==> src/rtl/usb_rx_bit_recovery.sv <==
// usb_rx_bit_recovery
//   USB line receiver front end. Synchronises D+/D-, recovers bit timing from
//   line edges, and performs NRZI decode, bit unstuffing and SE0/EOP detection.
//   It hands one decoded bit per shift_en strobe to the downstream packet decoder.
//
//   Optional build macro: RX_GLITCH_FILTER_EN inserts a 3-sample majority filter
//   on each synchronised line. This adds 2 cycles of latency. Without the macro,
//   the synchroniser outputs feed edge detect directly.
//
// Ports
//   clk         system clock
//   n_rst       asynchronous active-low reset
//   d_plus_in   raw D+ line
//   d_minus_in  raw D- line
//   shift_en    one-cycle strobe, rx_bit valid this cycle
//   rx_bit      NRZI-decoded, unstuffed data bit
//   eop         one-cycle pulse on valid end of packet (SE0 then J)
//   rx_error    one-cycle pulse on stuff error, SE1 or bad EOP
//   rx_active   high from first K edge until packet end or error
//
// state     | meaning
// ----------+-------------------------------------------------------------
// S_IDLE    | line idle, timer held at 0, waiting for falling D+ edge
// S_ACTIVE  | receiving packet bits
// S_EOP_SE0 | SE0 seen, expecting at most 2 SE0 bit times then J
// S_WAIT    | after an error, waiting for SE0 followed by J
module usb_rx_bit_recovery #(
   parameter int CLKS_PER_BIT = 8,
   parameter int SYNC_STAGES  = 2
) (
   input  logic clk,
   input  logic n_rst,
   input  logic d_plus_in,
   input  logic d_minus_in,
   output logic shift_en,
   output logic rx_bit,
   output logic eop,
   output logic rx_error,
   output logic rx_active
);

   localparam int CW = (CLKS_PER_BIT > 2) ? $clog2(CLKS_PER_BIT) : 1;
   localparam logic [CW-1:0] SAMPLE_PT = CW'(CLKS_PER_BIT / 2 - 1);
   localparam logic [CW-1:0] LAST_CNT  = CW'(CLKS_PER_BIT - 1);

   typedef enum logic [1:0] {
      S_IDLE    = 2'd0,
      S_ACTIVE  = 2'd1,
      S_EOP_SE0 = 2'd2,
      S_WAIT    = 2'd3
   } state_t;

   logic [SYNC_STAGES-1:0] dp_sync_q, dm_sync_q;
   logic                   dp_s, dm_s;

   always_ff @(posedge clk or negedge n_rst) begin
      if (!n_rst) begin
         dp_sync_q <= '1;
         dm_sync_q <= '0;
      end else begin
         dp_sync_q <= {dp_sync_q[SYNC_STAGES-2:0], d_plus_in};
         dm_sync_q <= {dm_sync_q[SYNC_STAGES-2:0], d_minus_in};
      end
   end

`ifdef RX_GLITCH_FILTER_EN
   logic [2:0] dp_flt_q, dm_flt_q;

   always_ff @(posedge clk or negedge n_rst) begin
      if (!n_rst) begin
         dp_flt_q <= 3'b111;
         dm_flt_q <= 3'b000;
      end else begin
         dp_flt_q <= {dp_flt_q[1:0], dp_sync_q[SYNC_STAGES-1]};
         dm_flt_q <= {dm_flt_q[1:0], dm_sync_q[SYNC_STAGES-1]};
      end
   end

   // 2-of-3 majority: a lone one-cycle glitch can never win the vote
   assign dp_s = (dp_flt_q[0] & dp_flt_q[1]) | (dp_flt_q[1] & dp_flt_q[2]) | (dp_flt_q[0] & dp_flt_q[2]);
   assign dm_s = (dm_flt_q[0] & dm_flt_q[1]) | (dm_flt_q[1] & dm_flt_q[2]) | (dm_flt_q[0] & dm_flt_q[2]);
`else
   assign dp_s = dp_sync_q[SYNC_STAGES-1];
   assign dm_s = dm_sync_q[SYNC_STAGES-1];
`endif

   state_t        state_q;
   logic [CW-1:0] cnt_q;
   logic [2:0]    ones_q;
   logic [1:0]    se0_cnt_q;
   logic          dp_d1_q;
   logic          prev_dp_q;
   logic          seen_se0_q;

   logic edge_det, sample, bit_val;
   logic line_se0, line_se1, line_j;

   assign edge_det = dp_s ^ dp_d1_q;
   assign line_se0 = ~dp_s & ~dm_s;
   assign line_se1 = dp_s & dm_s;
   assign line_j   = dp_s & ~dm_s;
   assign bit_val  = (dp_s == prev_dp_q);
   // an edge on the sample cycle re-times the bit instead of sampling it
   assign sample   = (state_q != S_IDLE) && !edge_det && (cnt_q == SAMPLE_PT);

   always_ff @(posedge clk or negedge n_rst) begin
      if (!n_rst) begin
         state_q    <= S_IDLE;
         cnt_q      <= '0;
         ones_q     <= '0;
         se0_cnt_q  <= '0;
         dp_d1_q    <= 1'b1;
         prev_dp_q  <= 1'b1;
         seen_se0_q <= 1'b0;
         shift_en   <= 1'b0;
         rx_bit     <= 1'b0;
         eop        <= 1'b0;
         rx_error   <= 1'b0;
         rx_active  <= 1'b0;
      end else begin
         shift_en <= 1'b0;
         eop      <= 1'b0;
         rx_error <= 1'b0;
         dp_d1_q  <= dp_s;

         if (state_q == S_IDLE || edge_det || cnt_q == LAST_CNT) cnt_q <= '0;
         else                                                     cnt_q <= cnt_q + 1'b1;

         if (sample && !line_se0) prev_dp_q <= dp_s;
         // remembers whether the previous sample was SE0, across any state
         if (sample) seen_se0_q <= line_se0;

         case (state_q)
            S_IDLE: begin
               if (edge_det && !dp_s) begin
                  state_q   <= S_ACTIVE;
                  rx_active <= 1'b1;
                  prev_dp_q <= 1'b1;
                  ones_q    <= '0;
               end
            end
            S_ACTIVE: begin
               if (sample) begin
                  if (line_se0) begin
                     state_q   <= S_EOP_SE0;
                     se0_cnt_q <= 2'd1;
                  end else if (line_se1 || (ones_q == 3'd6 && bit_val)) begin
                     rx_error  <= 1'b1;
                     rx_active <= 1'b0;
                     state_q   <= S_WAIT;
                  end else if (ones_q == 3'd6) begin
                     ones_q <= '0;
                  end else begin
                     shift_en <= 1'b1;
                     rx_bit   <= bit_val;
                     ones_q   <= bit_val ? ones_q + 3'd1 : 3'd0;
                  end
               end
            end
            S_EOP_SE0: begin
               if (sample) begin
                  if (line_se0 && se0_cnt_q != 2'd2) begin
                     se0_cnt_q <= se0_cnt_q + 2'd1;
                  end else if (line_j) begin
                     eop       <= 1'b1;
                     rx_active <= 1'b0;
                     state_q   <= S_IDLE;
                  end else begin
                     rx_error  <= 1'b1;
                     rx_active <= 1'b0;
                     state_q   <= S_WAIT;
                  end
               end
            end
            S_WAIT: begin
               if (sample && line_j && seen_se0_q) state_q <= S_IDLE;
            end
            default: state_q <= S_IDLE;
         endcase
      end
   end

endmodule
==> config.mk <==
export PLATFORM = sky130hd
export DESIGN_NAME = usb_rx_bit_recovery
export DESIGN_NICKNAME = d
export VERILOG_FILES = /design/src/rtl/usb_rx_bit_recovery.sv
export SDC_FILE = /design/constraint.sdc
export NUM_CORES = 1
export LEC_CHECK = 0
export CAP_MARGIN = 10
export CORE_ASPECT_RATIO = 1.2
export CORE_MARGIN = 3
export CORE_UTILIZATION = 45
export DETAILED_ROUTE_END_ITERATION = 10
export GPL_ROUTABILITY_DRIVEN = 0
export PLACE_DENSITY = 0.65
export SYNTH_ARGS = -nofsm -noshare
export SYNTH_HDL_FRONTEND = slang
export SYNTH_SLANG_ARGS = --single-unit
==> constraint.sdc <==
create_clock -name clk -period 3.3 [get_ports clk]
set_input_delay 0.99 -clock clk [delete_from_list [all_inputs] [get_ports clk]]
set_output_delay 0.99 -clock clk [all_outputs]
set_load 0.03 [all_outputs]
==> results of run 1 <==
worst max-delay path, cell delays in order, from the launching register on:
cell and delay (ns):
dfstp_2 0.71, inv_1 0.10, ha_1 0.30, and3b_1 0.41
a41oi_1 0.15, or3_1 0.39, a211o_1 0.31
state kept, by name (all words and copies together) (netlist names):
name,flops
se0_cnt_q,2
cnt_q,3
dp_sync_q,2
dm_sync_q,2
rx_bit,1
state_q,2
prev_dp_q,1
dp_d1_q,1
seen_se0_q,1
ones_q,3
rx_error,1
rx_active,1
shift_en,1
eop,1
cells in the final DEF, fill, tap and decap left out, types with 2 or more instances in the layout:
cell type,netlist,layout
a21o_1,2,2
a21oi_1,2,2
a22oi_1,2,2
a31oi_1,2,2
and3b_1,2,2
clkbuf_4,0,3
clkdlybuf4s50_1,0,8
dfrtp_1,18,18
dfstp_2,4,4
ha_1,13,13
inv_1,14,14
nand2_1,8,8
nand2b_1,2,2
nand3_1,2,2
nor2_1,8,8
nor3b_1,3,3
o2111ai_1,2,2
o21ai_0,6,6
area by class of cell:
| class | count | area, sq um |
|---|---|---|
| fill | 240 | 1215 |
| timing repair buffer | 9 | 87.58 |
| clock buffer | 4 | 36.28 |
| sequential | 22 | 555.5 |
| tap | 33 | 41.29 |
| multi-input combinational | 83 | 639.4 |
| inverter | 14 | 52.55 |
logic make-up after synthesis:
group | synth area share, %
simple gates | 18.49
fa+ha+maj | 12.72
mux | 1.663
compound gates | 16.44
flops | 43.44
buf+inv | 6.555
xor+xnor | 0.6851
worst max-delay path by stage:
| stage | from | endpoint | slack, ns | cells after the start |
|---|---|---|---|---|
| floorplan | dp_sync_q[1]$_DFF_PN1_ | ones_q[2]$_DFFE_PN0P_ | 1.25 | 7 |
| global placement | dp_sync_q[1]$_DFF_PN1_ | ones_q[2]$_DFFE_PN0P_ | 0.93 | 6 |
| detailed placement | dp_sync_q[1]$_DFF_PN1_ | ones_q[2]$_DFFE_PN0P_ | 0.86 | 6 |
| CTS | dp_sync_q[1]$_DFF_PN1_ | ones_q[2]$_DFFE_PN0P_ | 0.84 | 6 |
| global route | dp_sync_q[1]$_DFF_PN1_ | ones_q[2]$_DFFE_PN0P_ | 0.64 | 6 |
| finish | dp_sync_q[1]$_DFF_PN1_ | ones_q[2]$_DFFE_PN0P_ | 0.83 | 6 |
metrics by stage:
step	std cells	area, sq um	utilization [%]	worst slack, ns
after floorplan	123	1279	-	1.252
after global placement	161	1376	52.38	0.9296
after detailed placement	161	1376	52.38	0.8639
after CTS	165	1413	53.76	0.8402
after global routing	165	1413	53.76	0.6448
final	165	1413	53.76	0.8312
layer usage:
layer	track usage [%]	share of wire, %	up-vias	routed length, um
met2	25.30	51	14	1130
met1	17.41	44	457	987
met4	7.788	2.0	0	45
met3	3.030	2.9	4	64
li1	-	-	458	-
met5	0	0	-	0
power groups by stage:
stage	logic (mW)	registers (mW)	clock network [mW]
6_report	0.402	0.376	0.150
5_1_grt	0.454	0.384	0.166
4_1_cts	0.405	0.376	0.155
3_5_place_dp	0.401	0.382	0
3_3_place_gp	0.393	0.378	0
2_1_floorplan	0.296	0.387	0
==> impl_metrics.env, run 1 <==
export IMPL_status="complete, no violations"
export IMPL_reg2reg_depth=6
export IMPL_start_util_pct=48.67
export IMPL_crit_fanout=16
export IMPL_holdBufCountCts=0
export IMPL_tightest_slew_ns=0.4318
export IMPL_synth_main_ff_cell="dfrtp_1"
export IMPL_fin_nets=150
export IMPL_swShare_pct=37.79
export IMPL_cts_buffers=3
export IMPL_drc=0
export IMPL_ant_nets=0
export IMPL_synth_top_area_share_pct=35.23
export IMPL_core_rowCount=20
export IMPL_syn_to_final_growth_pct=10.47
export IMPL_r2r_slack_ns=0.83
export IMPL_clockPowerShare_pct=16.2
export IMPL_r2r_start="dp_sync_q[1]$_DFF_PN1_"
export IMPL_power_density_nw_per_um2=656.7
export IMPL_fmax_ghz=0.4051
export IMPL_max_cap_violations=0
export IMPL_ir_drop_mv=0.3028
export IMPL_grt_remaining_overflow=0
export IMPL_p_int_mw=0.5771
export IMPL_critPathRequiredTime_ns=3.50
export IMPL_vias_per_cell=5.655
export IMPL_clock_latency_ns=0.31
export IMPL_rsz0062_at_grt="no"
export IMPL_fin_tns_setup_ns=0
export IMPL_holdWs_ns=0.3647
export IMPL_drive_gt1_share_pct=12.12
export IMPL_min_period_ns=2.469
export IMPL_min_period_over_period_pct=74.81
export IMPL_drtIter0Drc=34
export IMPL_cp_end_kind="flop"
export IMPL_yosys_register_bits=22
export IMPL_grt_pass1_wl_um=3974
export IMPL_top_level_ports=9
export IMPL_power_switching_mw=0.3505
export IMPL_routed_wl_um=2228
export IMPL_dr_total_vias=933
export IMPL_finClkSkew_ns=0.006994
export IMPL_die_w_um=54.66
export IMPL_dp_hpwl_um=1646
export IMPL_setup_violations=0
export IMPL_first_global_vias=954
export IMPL_synth_nets=140
export IMPL_clock_path_buffers=2
export IMPL_synth_most_common_cell="dfrtp_1"
export IMPL_cts_resized=0
export IMPL_cts_root_buffer="clkbuf_4"
export IMPL_power_mw=0.9276
export IMPL_core_sq_um=2628
export IMPL_synth_cell_type_count=48
export IMPL_postCtsSetupBuffers=0
export IMPL_async_flop_share_pct=100.0
export IMPL_synth_edf_count=0
export IMPL_report_final_slew_viol_count=0
export IMPL_leakage_nw=0.6705
export IMPL_cts_sinks=22
export IMPL_critical_path_class="reg -> reg"
export IMPL_seq_area_frac_synth_pct=43.44
export IMPL_min_from="dp_sync_q[0]$_DFF_PN1_"
export IMPL_yosys_top_cells_area="dfrtp_1 (35%), ha_1 (13%), dfstp_2 (8.2%), inv_1 (4.1%), o21ai_0 (2.3%)"
export IMPL_die_area_sq_um=3520
export IMPL_path_clk_slew_ns=0.12
export IMPL_yosys_warnings=0
export IMPL_port_buffers=8
export IMPL_first_pass_iters=5
export IMPL_reg2reg_to="ones_q[2]$_DFFE_PN0P_"
export IMPL_antenna_found_initial=0
export IMPL_wl_per_cell_um=13.50
export IMPL_yosys_top_cells_count="dfrtp_1 (18), inv_1 (14), ha_1 (13), nand2_1 (8), nor2_1 (8)"
export IMPL_syn_area_per_cell_sq_um=10.40
export IMPL_netlist_instances=123
export IMPL_cts_tree="built"
export IMPL_relSlewSlack_pct=71.19
export IMPL_grt_max_degree=23
export IMPL_yosys_area_top_type="dfrtp_1"
export IMPL_syn_cell_area_sq_um=1279
export IMPL_hold_viol_final=0
export IMPL_antenna_cells=0
export IMPL_critical_path_arrival_ns=2.67
export IMPL_track_usage_pct=15.15
export IMPL_p_comb_share_pct=43.3
export IMPL_min_path_type="reg -> reg"
export IMPL_whs_endpoint="dp_sync_q[1]$_DFF_PN1_"
export IMPL_setup_worst_path_start_class="flop"
export IMPL_worstHoldPathCells=0
export IMPL_p_seq_share_pct=40.5
export IMPL_h_tree_depth=1
export IMPL_chipHeight_um=64.40
(Power assumes the default switching activity.)
==> run 2, diff against run 1 <==
clock period = 2.4 ns   (was 3.3 ns; I/O delays follow)
==> run 2 against run 1 <==
- global-route usage increased by 1.2 points
- clock power rose by 18%
- sequential power rose by 37%
- total power is 36% higher
- count of clock-buffer cells in the layout unchanged
- maximum frequency grew 15%
- highest routed layer unchanged
==> impl_metrics.env, run 2 (synthesis results as in run 1) <==
export IMPL_status="complete, no violations"
export IMPL_core_rowCount=20
export IMPL_clockPowerShare_pct=14.0
export IMPL_ir_drop_mv=0.4584
export IMPL_die_area_sq_um=3520
export IMPL_cts_sinks=22
export IMPL_grt_max_degree=23
export IMPL_fin_nets=152
export IMPL_drc=0
export IMPL_leakage_nw=0.6739
export IMPL_critical_path_class="reg -> reg"
export IMPL_dp_cells=163
export IMPL_crit_chain="inv_1 -> ha_1 -> and3b_2 -> a41oi_1 -> or3_1 -> a211o_1"
export IMPL_first_global_vias=1007
export IMPL_clock_path_buffers=2
export IMPL_chipHeight_um=64.40
export IMPL_antenna_cells=0
export IMPL_setup_worst_path_start_class="flop"
export IMPL_dr_total_vias=949
export IMPL_core_sq_um=2628
export IMPL_slowest_delay_ns=0.45
export IMPL_cp_slowest_cell="dfrtp_1"
export IMPL_die_w_um=54.66
export IMPL_path_clk_slew_ns=0.13
export IMPL_start_util_pct=48.67
export IMPL_vias_per_cell=5.683
export IMPL_fin_tns_setup_ns=0
export IMPL_first_pass_iters=4
export IMPL_p_seq_share_pct=40.7
export IMPL_min_period_ns=2.146
export IMPL_ant_nets=0
export IMPL_routed_wl_um=2315
export IMPL_grt_pass1_wl_um=4326
export IMPL_antenna_found_initial=0
export IMPL_post_dp_cell_area_sq_um=1391
export IMPL_port_buffers=8
export IMPL_stdcell_count=167
export IMPL_cts_root_buffer="clkbuf_4"
export IMPL_p_comb_share_pct=45.3
export IMPL_fin_area_sq_um=1419
export IMPL_track_usage_pct=16.34
export IMPL_clock_latency_ns=0.31
export IMPL_dp_hpwl_um=1761
export IMPL_reg_top3="cnt_q (3), ones_q (3)"
export IMPL_rsz0062_at_grt="no"
export IMPL_layout_commonest_cell="dfrtp_1"
export IMPL_holdBufCountCts=0
export IMPL_regArea_sq_um=555.5
export IMPL_syn_to_final_growth_pct=10.96
export IMPL_critical_path_arrival_ns=2.34
export IMPL_setup_ws_ns=0.2540
export IMPL_top_level_ports=9
export IMPL_cp_end_kind="flop"
export IMPL_swShare_pct=38.66
export IMPL_dp_slack_ns=0.1585
export IMPL_min_period_over_period_pct=89.42
export IMPL_finClkSkew_ns=0.01525
export IMPL_wl_per_cell_um=13.86
export IMPL_setup_violations=0
export IMPL_critPathRequiredTime_ns=2.60
export IMPL_power_mw=1.265
export IMPL_fmax_ghz=0.4660
export IMPL_drtIter0Drc=17
export IMPL_nFillCells=237
export IMPL_grt_remaining_overflow=0
export IMPL_drive_gt1_share_pct=13.43
export IMPL_cts_buffers=3
export IMPL_cts_tree="built"
export IMPL_relSlewSlack_pct=73.77
export IMPL_h_tree_depth=1
export IMPL_report_final_slew_viol_count=0
export IMPL_min_path_type="reg -> reg"
export IMPL_multiInputGateArea_sq_um=640.6
export IMPL_power_density_nw_per_um2=891.3
export IMPL_power_switching_mw=0.4889
export IMPL_tightest_slew_ns=0.3930
export IMPL_max_cap_violations=0
export IMPL_final_cell_mix="dfrtp_1 (18), inv_1 (14), ha_1 (13)"
export IMPL_crit_fanout=13
export IMPL_p_int_mw=0.7757
export IMPL_hold_viol_final=0
run 2: what timing repair did:
item | in CTS | in global routing
setup buffers | 0 | 0
endpoints found under the setup margin | 0 | 1
resized for setup | 0 | 1
run 2: final timing paths:
| path | start | end | slack (ns) | depth (start not counted) |
|---|---|---|---|---|
| worst max-delay path | state_q[0]$_DFFE_PN0P_ | ones_q[2]$_DFFE_PN0P_ | 0.25 | 6 |
| min in group asynchronous | n_rst | rx_error$_DFF_PN0_ | 0.73 | 2 |
| worst min register to register | dm_sync_q[0]$_DFF_PN0_ | dm_sync_q[1]$_DFF_PN0_ | 0.36 | 0 |
| max in group asynchronous | n_rst | prev_dp_q$_DFF_PN1_ | 1.37 | 2 |
| worst max register to register | state_q[0]$_DFFE_PN0P_ | ones_q[2]$_DFFE_PN0P_ | 0.25 | 6 |
| worst min-delay path | dm_sync_q[0]$_DFF_PN0_ | dm_sync_q[1]$_DFF_PN0_ | 0.36 | 0 |
run 2: area by class of cell:
cell class                 count  share of cell area [%]
multi-input combinational     83                   45.15
sequential                    22                   39.15
timing repair buffer          11                   7.231
inverter                      14                   3.704
tap                           33                   2.910
clock buffer                   4                   1.852
run 2: metrics by stage:
| stage | util, % | hold WS, ns |
|---|---|---|
| floorplan | - | 0.3312 |
| global placement | 52.95 | 0.3357 |
| detailed placement | 52.95 | 0.3419 |
| CTS | 53.95 | 0.3697 |
| global route | 54.00 | 0.3727 |
| finish | 54.00 | 0.3650 |
run 2: power groups by stage:
| stage | Clock [mW] | Combinational [mW] | Sequential [mW] |
|---|---|---|---|
| 4_1_cts | 0.186 | 0.579 | 0.513 |
| 5_1_grt | 0.198 | 0.654 | 0.524 |
| 2_1_floorplan | 0 | 0.407 | 0.533 |
| 6_report | 0.177 | 0.573 | 0.515 |
| 3_3_place_gp | 0 | 0.570 | 0.514 |
| 3_5_place_dp | 0 | 0.579 | 0.520 |
run 2: routing by layer:
metal  up-vias  part of all wire, %  wire length [um]  track usage [%]
met3         7                  3.2                73            3.030
met5         -                    0                 0                0
li1        463                    -                 -                -
met2        19                   50              1158            26.63
met1       460                   45              1039            20.62
met4         0                  1.9                44            6.231
run 2: worst max-delay path, delay by kind of cell (launching register included):
family                   cells  cell delay [ns]
AO/OA/AOI/OAI                2             0.42
adder cells (fa/ha/maj)      1             0.27
buffers and inverters        1             0.11
flip-flops                   1             0.45
AND/OR/NAND/NOR              2             0.77
==> run 3, diff against run 2 <==
==> constraint.sdc (replaced) <==
create_clock -name clk -period 2.4 [get_ports clk]
set_input_delay 0.24 -clock clk [delete_from_list [all_inputs] [get_ports clk]]
set_output_delay 0.24 -clock clk [all_outputs]
set_load 0.03 [all_outputs]
==> run 3 against run 2 <==
- count of clock-buffer cells in the layout decreased by 1
- global-route usage shrank 0.24 points
- clock skew fell by 0.0060 ns
- sequential share of layout area is 0.71 points lower
- hold slack got worse by 0.075 ns
- via count is 1.6% lower
- flip-flop and latch count unchanged
- non-clock buffer count stayed put
- total power rose by 9.0%
- register-to-register slack is essentially flat
- sequential power about the same
- maximum frequency is 0.47% lower
- largest power group unchanged
==> impl_metrics.env, run 3 (synthesis results as in run 1) <==
export IMPL_core_sq_um=2628
export IMPL_cp_end_kind="flop"
export IMPL_layout_commonest_cell="dfrtp_1"
export IMPL_h_tree_depth=1
export IMPL_min_path_type="in -> async"
export IMPL_syn_to_final_growth_pct=13.01
export IMPL_crit_fanout=13
export IMPL_leakage_nw=0.6868
export IMPL_setup_worst_path_start_class="flop"
export IMPL_tightest_slew_ns=0.6066
export IMPL_critPathRequiredTime_ns=2.61
export IMPL_report_final_slew_viol_count=0
export IMPL_min_period_ns=2.156
export IMPL_relSlewSlack_pct=59.43
export IMPL_min_period_over_period_pct=89.84
export IMPL_setup_violations=0
export IMPL_top_level_ports=9
export IMPL_critical_path_class="reg -> reg"
export IMPL_dr_total_vias=934
export IMPL_rsz0062_at_grt="no"
export IMPL_fin_nets=152
export IMPL_cts_root_buffer="clkbuf_4"
export IMPL_die_w_um=54.66
export IMPL_met2_usage_pct=25.15
export IMPL_ant_nets=0
export IMPL_routed_wl_um=2322
export IMPL_holdWs_ns=0.2895
export IMPL_dp_hpwl_um=1798
export IMPL_cts_tree="built"
export IMPL_swShare_pct=36.09
export IMPL_wl_per_cell_um=13.90
export IMPL_start_util_pct=48.67
export IMPL_power_switching_mw=0.4976
export IMPL_fmax_ghz=0.4638
export IMPL_final_cell_mix="dfrtp_1 (18), inv_1 (14), ha_1 (13)"
export IMPL_drtIter0Drc=26
export IMPL_clock_latency_ns=0.31
export IMPL_cts_buffers=3
export IMPL_track_usage_pct=16.10
export IMPL_grt_remaining_overflow=0
export IMPL_die_area_sq_um=3520
export IMPL_fin_tns_setup_ns=0
export IMPL_antenna_found_initial=0
export IMPL_clock_path_buffers=2
export IMPL_finClkSkew_ns=0.009213
export IMPL_holdBufCountCts=0
export IMPL_grt_max_degree=16
export IMPL_power_density_nw_per_um2=954.1
export IMPL_hold_viol_final=0
export IMPL_first_pass_iters=4
export IMPL_core_rowCount=20
export IMPL_vias_per_cell=5.593
export IMPL_p_comb_share_pct=41.9
export IMPL_grt_use_met3_pct=3.497
export IMPL_critical_path_arrival_ns=2.36
export IMPL_cts_resized=0
export IMPL_chipHeight_um=64.40
export IMPL_ir_drop_mv=0.5554
export IMPL_reg_top3="cnt_q (3), ones_q (3)"
export IMPL_clockPowerShare_pct=20.7
export IMPL_port_buffers=8
export IMPL_status="complete, no violations"
export IMPL_drc=0
export IMPL_grt_busiest_layer="met2"
export IMPL_path_clk_slew_ns=0.13
export IMPL_postCtsSetupBuffers=0
export IMPL_first_global_vias=955
export IMPL_grt_pass1_wl_um=4195
export IMPL_drive_gt1_share_pct=14.18
export IMPL_grt_util_met1_pct=21.08
export IMPL_cts_sinks=22
export IMPL_max_cap_violations=0
export IMPL_antenna_cells=0
export IMPL_p_int_mw=0.8812
export IMPL_p_seq_share_pct=37.4
run 3: cell types whose count changed in the layout (fill, tap and decap cells not counted), sizes merged:
cell,before,now
clkbuf,4,3
bufinv,0,1
run 3: worst paths after layout:
check                                             from                     end  slack, ns  depth (start not counted)
worst min register to register  dp_sync_q[0]$_DFF_PN1_  dp_sync_q[1]$_DFF_PN1_       0.35                          0
worst min-delay path                             n_rst      cnt_q[2]$_DFF_PN0_       0.29                          1
min in group clk                             d_plus_in  dp_sync_q[0]$_DFF_PN1_       0.33                          1
worst max register to register  state_q[0]$_DFFE_PN0P_   ones_q[2]$_DFFE_PN0P_       0.24                          6
worst max-delay path            state_q[0]$_DFFE_PN0P_   ones_q[2]$_DFFE_PN0P_       0.24                          6
max in group asynchronous                        n_rst  seen_se0_q$_DFFE_PN0P_       1.55                          2
run 3: critical path, cell delays in order, from the launching register on:
cell	delay [ns]
dfrtp_1	0.46
inv_1	0.11
ha_1	0.27
and3b_2	0.39
a41oi_1	0.14
or3_1	0.37
a211o_1	0.30
run 3: layer usage:
layer  share of wire, %  up-vias  wire [um]
li1                   -      461          -
met5                  0        -          0
met4               0.90        0         21
met1                 45      452       1042
met2                 50       19       1152
met3                4.6        2        106
run 3: power groups by stage:
| stage | Sequential, mW | Clock, mW | Combinational [mW] |
|---|---|---|---|
| finish | 0.515 | 0.286 | 0.578 |
| global route | 0.527 | 0.309 | 0.649 |
| CTS | 0.515 | 0.289 | 0.582 |
| detailed placement | 0.523 | 0 | 0.572 |
| global placement | 0.515 | 0 | 0.568 |
| floorplan | 0.533 | 0 | 0.407 |
run 3: area by class of cell:
class,instances,area (sq um)
fill,243,1182
tap,33,41.29
clock inverter,1,30.03
sequential,22,555.5
multi-input combinational,83,640.6
inverter,14,52.55
timing repair buffer,11,102.6
clock buffer,3,22.52
run 3: per-stage QoR:
stage	cell area [sq um]	std cells	util, %	worst slack, ns	total power [mW]
after floorplan	1279	123	-	0.3520	0.9397
after global placement	1391	163	52.95	0.2282	1.083
after detailed placement	1391	163	52.95	0.1642	1.095
after CTS	1444	167	54.95	0.1062	1.387
after global routing	1445	167	55.00	0.1200	1.485
final	1445	167	55.00	0.2438	1.379
